## src/rtl/vend_dispense_if.sv

```systemverilog
// Serve/change/done handshake between the vending controller (master)
// and the dispense mechanism responder (slave).
interface vend_dispense_if;
    logic serve;   // 1-cycle strobe: dispense one item
    logic change;  // 1-cycle strobe: eject one nickel
    logic done;    // action-complete pulse

    modport master (output serve, output change, input done);
    modport slave  (input serve, input change, output done);
endinterface

```

## src/rtl/vend_dispense_responder.sv

```systemverilog
// Mechanism-side responder: runs the vend motor or nickel solenoid for a
// fixed time per strobe, returns a multi-cycle done pulse, keeps stock and
// flags overrun / sold-out. One pending slot per strobe type.
// Optional macro JAM_DETECT_EN adds a VWAIT state that waits for the drop
// sensor after the motor run and flags a sticky jam on timeout.
module vend_dispense_responder #(
    parameter int VEND_CYCLES = 8,
    parameter int COIN_CYCLES = 4,
    parameter int ACK_CYCLES  = 2,
    parameter int STOCK_W     = 4,
    parameter int STOCK_INIT  = 15,
    parameter int JAM_TIMEOUT = 32
) (
    input  logic               clk,
    input  logic               rst_n,
    vend_dispense_if.slave     bus,
    input  logic               restock,
    input  logic               item_sensed,
    output logic               vend_motor,
    output logic               coin_eject,
    output logic [STOCK_W-1:0] stock,
    output logic               sold_out,
    output logic               overrun,
    output logic               jam
);

    localparam int MAX_A = (VEND_CYCLES > COIN_CYCLES) ? VEND_CYCLES : COIN_CYCLES;
    localparam int MAX_B = (MAX_A > ACK_CYCLES) ? MAX_A : ACK_CYCLES;
    localparam int MAX_C = (MAX_B > JAM_TIMEOUT) ? MAX_B : JAM_TIMEOUT;
    localparam int CNT_W = (MAX_C > 1) ? $clog2(MAX_C) : 1;

    localparam logic [CNT_W-1:0]   VEND_LAST = CNT_W'(VEND_CYCLES - 1);
    localparam logic [CNT_W-1:0]   COIN_LAST = CNT_W'(COIN_CYCLES - 1);
    localparam logic [CNT_W-1:0]   ACK_LAST  = CNT_W'(ACK_CYCLES - 1);
    localparam logic [STOCK_W-1:0] STOCK_RST = STOCK_W'(STOCK_INIT);

    typedef enum logic [2:0] {
        IDLE,
        VEND,
        COIN,
`ifdef JAM_DETECT_EN
        VWAIT,
`endif
        ACK
    } state_t;

    state_t             state_q;
    logic [CNT_W-1:0]   cnt_q;
    logic               vend_q, coin_q, done_q;
    logic               pend_serve_q, pend_serve_d;
    logic               pend_change_q, pend_change_d;
    logic               overrun_q, overrun_d;
    logic [STOCK_W-1:0] stock_q, stock_d;
    logic               sold_out_q;
    logic               take_serve, take_change;

`ifdef JAM_DETECT_EN
    localparam logic [CNT_W-1:0] JAM_LAST = CNT_W'(JAM_TIMEOUT - 1);
    logic jam_q, seen_q;
`else
    // Drop sensor has no role without jam detection.
    logic unused_item_sensed;
    assign unused_item_sensed = item_sensed;
`endif

    // Arbitration in IDLE (serve wins) and the one-deep pending slots / overrun.
    always_comb begin
        take_serve    = (state_q == IDLE) && (bus.serve | pend_serve_q);
        take_change   = (state_q == IDLE) && !take_serve && (bus.change | pend_change_q);
        pend_serve_d  = pend_serve_q;
        pend_change_d = pend_change_q;
        overrun_d     = overrun_q;
        // A consumed slot stays full only if a fresh strobe arrives at the same edge.
        if (take_serve)
            pend_serve_d = pend_serve_q & bus.serve;
        else if (bus.serve) begin
            if (pend_serve_q) overrun_d = 1'b1;
            else              pend_serve_d = 1'b1;
        end
        if (take_change)
            pend_change_d = pend_change_q & bus.change;
        else if (bus.change) begin
            if (pend_change_q) overrun_d = 1'b1;
            else               pend_change_d = 1'b1;
        end
    end

    // Stock next value: decrement on vend entry, jam refund, restock overrides both.
    always_comb begin
        stock_d = stock_q;
        if (take_serve && stock_q != '0)
            stock_d = stock_q - 1'b1;
`ifdef JAM_DETECT_EN
        if (state_q == VWAIT && !item_sensed && cnt_q == JAM_LAST && stock_q != '1)
            stock_d = stock_q + 1'b1;
`endif
        if (restock)
            stock_d = STOCK_RST;
    end

    // Bookkeeping registers: pending slots, overrun, stock and sold-out.
    always_ff @(posedge clk or negedge rst_n) begin
        if (!rst_n) begin
            pend_serve_q  <= 1'b0;
            pend_change_q <= 1'b0;
            overrun_q     <= 1'b0;
            stock_q       <= STOCK_RST;
            sold_out_q    <= (STOCK_INIT == 0);
        end else begin
            pend_serve_q  <= pend_serve_d;
            pend_change_q <= pend_change_d;
            overrun_q     <= overrun_d;
            stock_q       <= stock_d;
            sold_out_q    <= (stock_d == '0);
        end
    end

    // Main FSM with registered drives; at most one drive is set per state.
    always_ff @(posedge clk or negedge rst_n) begin
        if (!rst_n) begin
            state_q <= IDLE;
            cnt_q   <= '0;
            vend_q  <= 1'b0;
            coin_q  <= 1'b0;
            done_q  <= 1'b0;
`ifdef JAM_DETECT_EN
            jam_q   <= 1'b0;
            seen_q  <= 1'b0;
`endif
        end else begin
            case (state_q)
                IDLE: begin
                    cnt_q <= '0;
                    if (take_serve) begin
`ifdef JAM_DETECT_EN
                        seen_q <= 1'b0;
`endif
                        if (stock_q == '0) begin
                            // Sold out: skip the motor but still acknowledge.
                            state_q <= ACK;
                            done_q  <= 1'b1;
                        end else begin
                            state_q <= VEND;
                            vend_q  <= 1'b1;
                        end
                    end else if (take_change) begin
                        state_q <= COIN;
                        coin_q  <= 1'b1;
                    end
                end
                VEND: begin
`ifdef JAM_DETECT_EN
                    seen_q <= seen_q | item_sensed;
`endif
                    if (cnt_q == VEND_LAST) begin
                        vend_q <= 1'b0;
                        cnt_q  <= '0;
`ifdef JAM_DETECT_EN
                        if (seen_q | item_sensed) begin
                            state_q <= ACK;
                            done_q  <= 1'b1;
                        end else begin
                            state_q <= VWAIT;
                        end
`else
                        state_q <= ACK;
                        done_q  <= 1'b1;
`endif
                    end else begin
                        cnt_q <= cnt_q + 1'b1;
                    end
                end
`ifdef JAM_DETECT_EN
                VWAIT: begin
                    if (item_sensed || cnt_q == JAM_LAST) begin
                        if (!item_sensed) jam_q <= 1'b1;
                        state_q <= ACK;
                        done_q  <= 1'b1;
                        cnt_q   <= '0;
                    end else begin
                        cnt_q <= cnt_q + 1'b1;
                    end
                end
`endif
                COIN: begin
                    if (cnt_q == COIN_LAST) begin
                        coin_q  <= 1'b0;
                        done_q  <= 1'b1;
                        state_q <= ACK;
                        cnt_q   <= '0;
                    end else begin
                        cnt_q <= cnt_q + 1'b1;
                    end
                end
                ACK: begin
                    if (cnt_q == ACK_LAST) begin
                        done_q  <= 1'b0;
                        state_q <= IDLE;
                        cnt_q   <= '0;
                    end else begin
                        cnt_q <= cnt_q + 1'b1;
                    end
                end
                default: begin
                    state_q <= IDLE;
                    cnt_q   <= '0;
                    vend_q  <= 1'b0;
                    coin_q  <= 1'b0;
                    done_q  <= 1'b0;
                end
            endcase
        end
    end

    assign bus.done   = done_q;
    assign vend_motor = vend_q;
    assign coin_eject = coin_q;
    assign stock      = stock_q;
    assign sold_out   = sold_out_q;
    assign overrun    = overrun_q;
`ifdef JAM_DETECT_EN
    assign jam        = jam_q;
`else
    assign jam        = 1'b0;
`endif

endmodule

```

## src/flat_wrapper.sv

```systemverilog
// flat-port wrapper written by rule: the top's interface ports become plain ports
module vend_dispense_responder_flat 
#(
    parameter int VEND_CYCLES = 8,
    parameter int COIN_CYCLES = 4,
    parameter int ACK_CYCLES  = 2,
    parameter int STOCK_W     = 4,
    parameter int STOCK_INIT  = 15,
    parameter int JAM_TIMEOUT = 32
)
  (clk, rst_n, restock, item_sensed, vend_motor, coin_eject, stock, sold_out, overrun, jam, bus_serve, bus_change, bus_done);
  vend_dispense_if bus_i ();
  input  logic clk;
  input  logic rst_n;
  input  logic restock;
  input  logic item_sensed;
  output logic vend_motor;
  output logic coin_eject;
  output logic [STOCK_W-1:0] stock;
  output logic sold_out;
  output logic overrun;
  output logic jam;
  input wire logic [$bits(bus_i.serve)-1:0] bus_serve;
  input wire logic [$bits(bus_i.change)-1:0] bus_change;
  output wire logic [$bits(bus_i.done)-1:0] bus_done;
  assign bus_i.serve = bus_serve;
  assign bus_i.change = bus_change;
  assign bus_done = bus_i.done;
  vend_dispense_responder #(.VEND_CYCLES(VEND_CYCLES), .COIN_CYCLES(COIN_CYCLES), .ACK_CYCLES(ACK_CYCLES), .STOCK_W(STOCK_W), .STOCK_INIT(STOCK_INIT), .JAM_TIMEOUT(JAM_TIMEOUT)) u_core (.clk(clk), .rst_n(rst_n), .bus(bus_i), .restock(restock), .item_sensed(item_sensed), .vend_motor(vend_motor), .coin_eject(coin_eject), .stock(stock), .sold_out(sold_out), .overrun(overrun), .jam(jam));
endmodule
```

## config.mk

```make
export PLATFORM = sky130hd
export DESIGN_NAME = vend_dispense_responder_flat
export DESIGN_NICKNAME = d
export VERILOG_FILES = /design/src/rtl/vend_dispense_if.sv /design/src/rtl/vend_dispense_responder.sv /design/src/flat_wrapper.sv
export SDC_FILE = /design/constraint.sdc
export NUM_CORES = 1
export LEC_CHECK = 0
export CORE_ASPECT_RATIO = 0.9
export CORE_MARGIN = 1
export CORE_UTILIZATION = 47
export DETAILED_ROUTE_END_ITERATION = 10
export PLACE_DENSITY = 0.74
export SLEW_MARGIN = 20
export SYNTH_ARGS = -nofsm -noshare
export SYNTH_HDL_FRONTEND = slang
export SYNTH_SLANG_ARGS = --single-unit
```

## constraint.sdc

```tcl
create_clock -name clk -period 1.85 [get_ports clk]
set_clock_uncertainty 0.2 [all_clocks]
set_input_delay 0.555 -clock clk [delete_from_list [all_inputs] [get_ports clk]]
set_output_delay 0.555 -clock clk [all_outputs]
set_load 0.05 [all_outputs]
```

# [After elaboration in Yosys (flattened, before gate mapping)]
# Cells that the tools add are included.
[classes] add_sub_neg=2 multipliers=0 div_mod_pow=0 n_lt_le_gt_ge=0 eq_ne=15 n_shift=0 mux=37 n_bitwise=6 reduce_logical=17
[ops] op="$mux 1" n=21
[ops] op="$mux 3" n=5
[ops] op="$mux 5" n=3
[ops] op="$pmux 5 s3" n=1
[ops] op="$pmux 3 s4" n=1
[ops] op="$reduce_and 4->1" n=3
[ops] op="$ne 2x1->1 const B" n=5
[ops] op="$logic_not 4->1" n=2
[ops] op="$mux 4" n=2
[ops] op="$eq 3x2->1 const B" n=2
[ops] op="$ne 2x2->1 const B" n=3
[ops] op="$pmux 1 s3" n=2
[ops] op="$add 5x1->5 const B" n=1
[ops] op="$eq 5x1->1 const B" n=1
[ops] op="$eq 5x2->1 const B" n=1
[ops] op="$eq 5x3->1 const B" n=1
[ops] op="$reduce_and 5->1" n=1
[ops] op="$logic_and 1x1->1" n=4
[ops] op="$pmux 1 s4" n=1
[ops] op="$reduce_bool 2->1" n=2
[ops] op="$reduce_bool 4->1" n=1
[ops] op="$reduce_or 2->1" n=2
[ops] op="$sub 4x1->4 const B" n=1
[ops] op="$eq 3x1->1 const B" n=1
[ops] op="7 further kinds" n=10
[totals] ff_bits=19 latch_bits=0 ramBits=0 rom_bits=0 in_bits=6 out_inout_bits=10 word_cells=87 mem_count=0

# [Longest topological paths before layout]
[logic_depth] word_depth=8 depth_mapped=7 mapped_depth_nobuf=6

# [Worst setup path after synthesis]
# No wires, ideal clock.
[synth_path] path_kind="register to register" startpoint="register u_core.stock_q[0], in the netlist u_core.stock[0]" endpoint="register u_core.state_q[1]" setup_time_ps=127 t_arrival_ps=1696 required_time_ps=1523 slack_ps=-173 path_stages_with_launch=7 path_buffers=0 period_less_slack_ps=2023 cell_sequence="dfstp_2 > inv_1 > ha_1 > nor3b_1 > o21ai_0 > a21oi_1 > mux2_1"
[synth_via] elab_chain_cells=4
[synth_lines] item="from (decl)" line_no="vend_dispense_responder.sv:53" text="logic [STOCK_W-1:0] stock_q, stock_d;"
[synth_lines] item="from (signal assigned)" line_no="vend_dispense_responder.sv:113" text="stock_q <= stock_d;"
[synth_lines] item="$logic_not 4->1" line_no="vend_dispense_responder.sv:138" text="if (stock_q == '0) begin"
[synth_lines] item="$mux 2" line_no="vend_dispense_responder.sv:138"
[synth_lines] item="$mux 3" line_no="vend_dispense_responder.sv:134" text="if (take_serve) begin"
[synth_lines] item="$pmux 3 s4" line_no="vend_dispense_responder.sv:131" text="case (state_q)"
[synth_lines] item="to (signal assigned)" line_no="vend_dispense_responder.sv:140" text="state_q <= ACK;"
[synth_lines] item="to (signal assigned)" line_no="vend_dispense_responder.sv:143" text="state_q <= VEND;"
[synth_lines] item="to (signal assigned)" line_no="vend_dispense_responder.sv:147" text="state_q <= COIN;"
[synth_lines] item="to (decl)" line_no="vend_dispense_responder.sv:47" text="state_t state_q;"
# No other way between the ends.
# A chain may end at the register's enable or synchronous reset.

# [Worst setup path in the final report]
[layout_path] startpoint="register u_core.cnt_q[0]" endpoint="register u_core.state_q[1]"
[layout_via] elab_chain_cells=3 elab_cells_between_ends=7 cone_classes="eq/ne (6); reduce/logical (1)"
[layout_lines] item="from (decl)" line_no="vend_dispense_responder.sv:48" text="logic [CNT_W-1:0] cnt_q;"
[layout_lines] item="from (signal assigned)" line_no="vend_dispense_responder.sv:170" text="cnt_q <= cnt_q + 1'b1;"
[layout_lines] item="from (signal assigned)" line_no="vend_dispense_responder.sv:192" text="cnt_q <= cnt_q + 1'b1;"
[layout_lines] item="from (signal assigned)" line_no="vend_dispense_responder.sv:201" text="cnt_q <= cnt_q + 1'b1;"
[layout_lines] item="$eq 5x1->1, or another cell as far along" line_no="vend_dispense_responder.sv:196" text="if (cnt_q == ACK_LAST) begin"
[layout_lines] item="$ne 2x1->1 (no source line)"
[layout_lines] item="$reduce_and 4->1 (no source line) *"
[layout_lines] item="to (signal assigned)" line_no="vend_dispense_responder.sv:189" text="state_q <= ACK;"
[layout_lines] item="to (signal assigned)" line_no="vend_dispense_responder.sv:198" text="state_q <= IDLE;"
[layout_lines] item="to (signal assigned)" line_no="vend_dispense_responder.sv:205" text="state_q <= IDLE;"
# Mark *: on every way between the ends. The rest lies on a longest branch, timed or not.

==> flow_metrics.py <==
metrics = {
    "logic_synthesis": {
        "yosysTopAreaCellShare_pct": 33.3,
        "ys_types": 34,
        "syn_inst": 107,
        "synth_warnings": 0,
        "synth_area_per_cell_sq_um": 9.82,
        "synth-xor-area-share_pct": 4.17,
        "synth-simple-area-share_pct": 17.5,
        "ys_seq_area_share_pct": 43.3,
        "yosysTopAreaCell": "dfrtp_1",
        "syn-num-nets": 121,
        "syn_area_sq_um": 1050,
        "synth_top_family_by_area": "simple AND/OR/NAND/NOR gates",
        "muxShareOfSynthArea_pct": 3.21,
        "synth_compound_area_share_pct": 16.4,
        "synthAdderAreaFrac_pct": 9.52,
        "ys_seq_elements": 18,
        "synth_area_leaders": "dfrtp_1 33%, dfstp_2 10%, ha_1 9.5%, a21oi_1 3.8%, o21ai_0 3.3%",
    },
    "floorplan": {
        "rows": 15,
        "die_area_sq_um": 2430,
        "pin_count": 16,
        "start_util_pct": 52.3,
        "core_sq_um": 2010,
        "die_h_um": 46.9,
        "fp.dieW_um": 51.8,
    },
    "status": {
        "violations": "setup timing",
        "status": "finished with violations",
    },
    "sta": {
        "max_freq_mhz": 537,
        "fin_crit_ns": 1.86,
        "hold_viol_final": 0,
        "setup_viol": 2,
        "drv_slew": 0,
        "fin_crit_sh_pct": 101,
        "fin_ws_ns": -0.0133,
        "rsz0062_at_grt": "yes",
    },
    "global_route": {
        "grt_max_degree": 19,
        "overflow": 0,
        "busiest_layer": "met2",
        "grtUsageMet1_pct": 30.0,
        "grt.met2_usage_pct": 36.7,
        "grtUsageTotal_pct": 22.4,
        "grtUsageMet3_pct": 4.21,
        "antenna_found_initial": 0,
        "grt_pass1_wl_um": 3880,
        "grt_pass1_vias": 865,
    },
    "cells_and_area": {
        "areaGrowthSynthToFinish_pct": 50.2,
        "layoutNonFillerInstCount": 167,
        "nets": 157,
        "antenna_cells": 0,
        "layout_commonest_cell": "buf_4",
        "layout_common_cells": "20 x buf_4, 12 x dfrtp_1, 9 x buf_12",
        "drive_above_1_share_pct": 45.8,
    },
    "place": {
        "dpl.hpwl_um": 1710,
        "place.gp.congestion": 0.807,
        "port-buffer-count": 13,
        "dp_cells": 157,
    },
    "worst_setup_path": {
        "worstPathArrival_ns": 1.85,
        "cpPeakStageDelay_ns": 0.39,
        "cp-start-kind": "flip-flop",
        "cp_max_fo": 3,
        "end_kind": "flip-flop",
        "cp_slowest_cell": "dfrtp_1",
        "crit_chain": "ha_2 > or3b_4 > o22ai_2 > nand3_2 > mux2_4",
        "crit_type": "flip-flop to flip-flop",
        "required_ns": 1.84,
    },
    "power_and_ir_drop": {
        "p_per_area_nw_per_um2": 1600,
        "ir_drop_mv": 1.23,
        "total_power_uw": 2520,
        "power.leakage_uw": 0.000685,
    },
    "clock_network": {
        "cts_tree": "built",
        "clk_latency_ns": 0.30,
        "htreeDepth": 1,
        "cts_max_path_buffers": 2,
        "cts_root_buf": "clkbuf_4",
        "cts_hold_buffers": 0,
        "cts_buffers": 3,
        "clkTransAtPathRegs_ns": 0.10,
        "clock_sinks": 18,
    },
    "route": {
        "drtPass1Iterations": 4,
        "drc": 0,
        "dr.first_iter.drc_count": 23,
        "vias": 903,
        "ant_nets": 0,
        "vias_per_cell": 5.41,
        "routedWlPerCell_um": 14.1,
        "routed_wl_um": 2360,
    },
    "flow_run": {
        "drv_cap": 0,
    },
    "min_path": {
        "worst_hold_path_type": "flip-flop to flip-flop",
    },
}
## worst paths after layout
path                                  from                end  slack, ns  cells after the start
hold reg to reg             u_core.overrun     u_core.overrun       0.34                      1
min in group asynchronous            rst_n    u_core.cnt_q[2]       0.38                      2
hold / removal              u_core.overrun     u_core.overrun       0.34                      1
max in group asynchronous            rst_n    u_core.stock[2]       0.81                      2
setup reg to reg           u_core.cnt_q[0]  u_core.state_q[1]      -0.01                      5
setup / recovery           u_core.cnt_q[0]  u_core.state_q[1]      -0.01                      5
## state kept, by name (all words and copies together) (netlist names)
name,flops
u_core.cnt_q,5
u_core.pend_change_q,1
u_core.sold_out,1
u_core.coin_eject,1
u_core.overrun,1
u_core.state_q,2
u_core.stock,4
u_core.bus.done,1
u_core.pend_serve_q,1
u_core.vend_motor,1
## per-stage QoR
step	hold slack (ns)	cell area (sq um)	utilization [%]	setup TNS, ns	setup slack, ns
after floorplan	0.0594	1100	-	-0.0470	-0.0237
after global placement	0.273	1440	71.9	-1.19	-0.261
after detailed placement	0.287	1440	71.9	-1.81	-0.354
after CTS	0.305	1520	75.5	-0.0564	-0.0293
after global routing	0.363	1580	78.6	-0.194	-0.0711
final	0.339	1580	78.6	-0.0225	-0.0133
## logic make-up after synthesis
family,Yosys count
simple gates,34
compound gates,26
flops,18
buf+inv,12
fa+ha+maj,8
xor+xnor,5
mux,3
other cells,1
## metal layers
layer / wire length [um] / vias up
met2: 1050 / 19
li1: - / 447
met3: 75 / 7
met1: 1170 / 430
met4: 59 / 0
met5: 0 / -
## cell type report
class	instances	area (sq um)
sequential	18	458
tap	25	31.3
inverter	8	30.0
multi-input combinational	77	628
timing repair buffer	35	395
clock buffer	4	36.3
fill	120	429
## cell usage after synthesis (all sizes together)
cell and number:
dfrtp 14, a21oi 8, ha 8, inv 8
nor2 8, nand2 7, o21ai 7, nand3 6
dfstp 4, buf 3, mux2 3, nand2b 3
xor2 3, a211oi 2, a21o 2, a31oi 2
nor3 2, nor3b 2, nor4 2, or3b 2
xnor2 2, a211o 1, clkbuf 1, conb 1
nor4b 1, o21a 1, o22ai 1, o2bb2ai 1
o41ai 1, or4b 1
## repair_timing
action | 4_1_cts | 5_1_grt
pin swaps | 0 | 4
buffers inserted | 2 | 4
cloned | 0 | 0
endpoints found under the setup margin | 6 | 13
resized for setup | 7 | 10
## critical path: cells and delay by family, from the launching register on
kind | cells | cell delay (ns)
fa+ha+maj | 1 | 0.20
mux | 1 | 0.32
compound gates | 1 | 0.14
simple gates | 2 | 0.51
flops | 1 | 0.39
## where the power goes
part	total [uW]	internal, uW	switching, uW
Clock	242	120	122
Combinational	1650	841	804
Sequential	636	519	117
No activity file was read; power rests on OpenSTA's default activity.
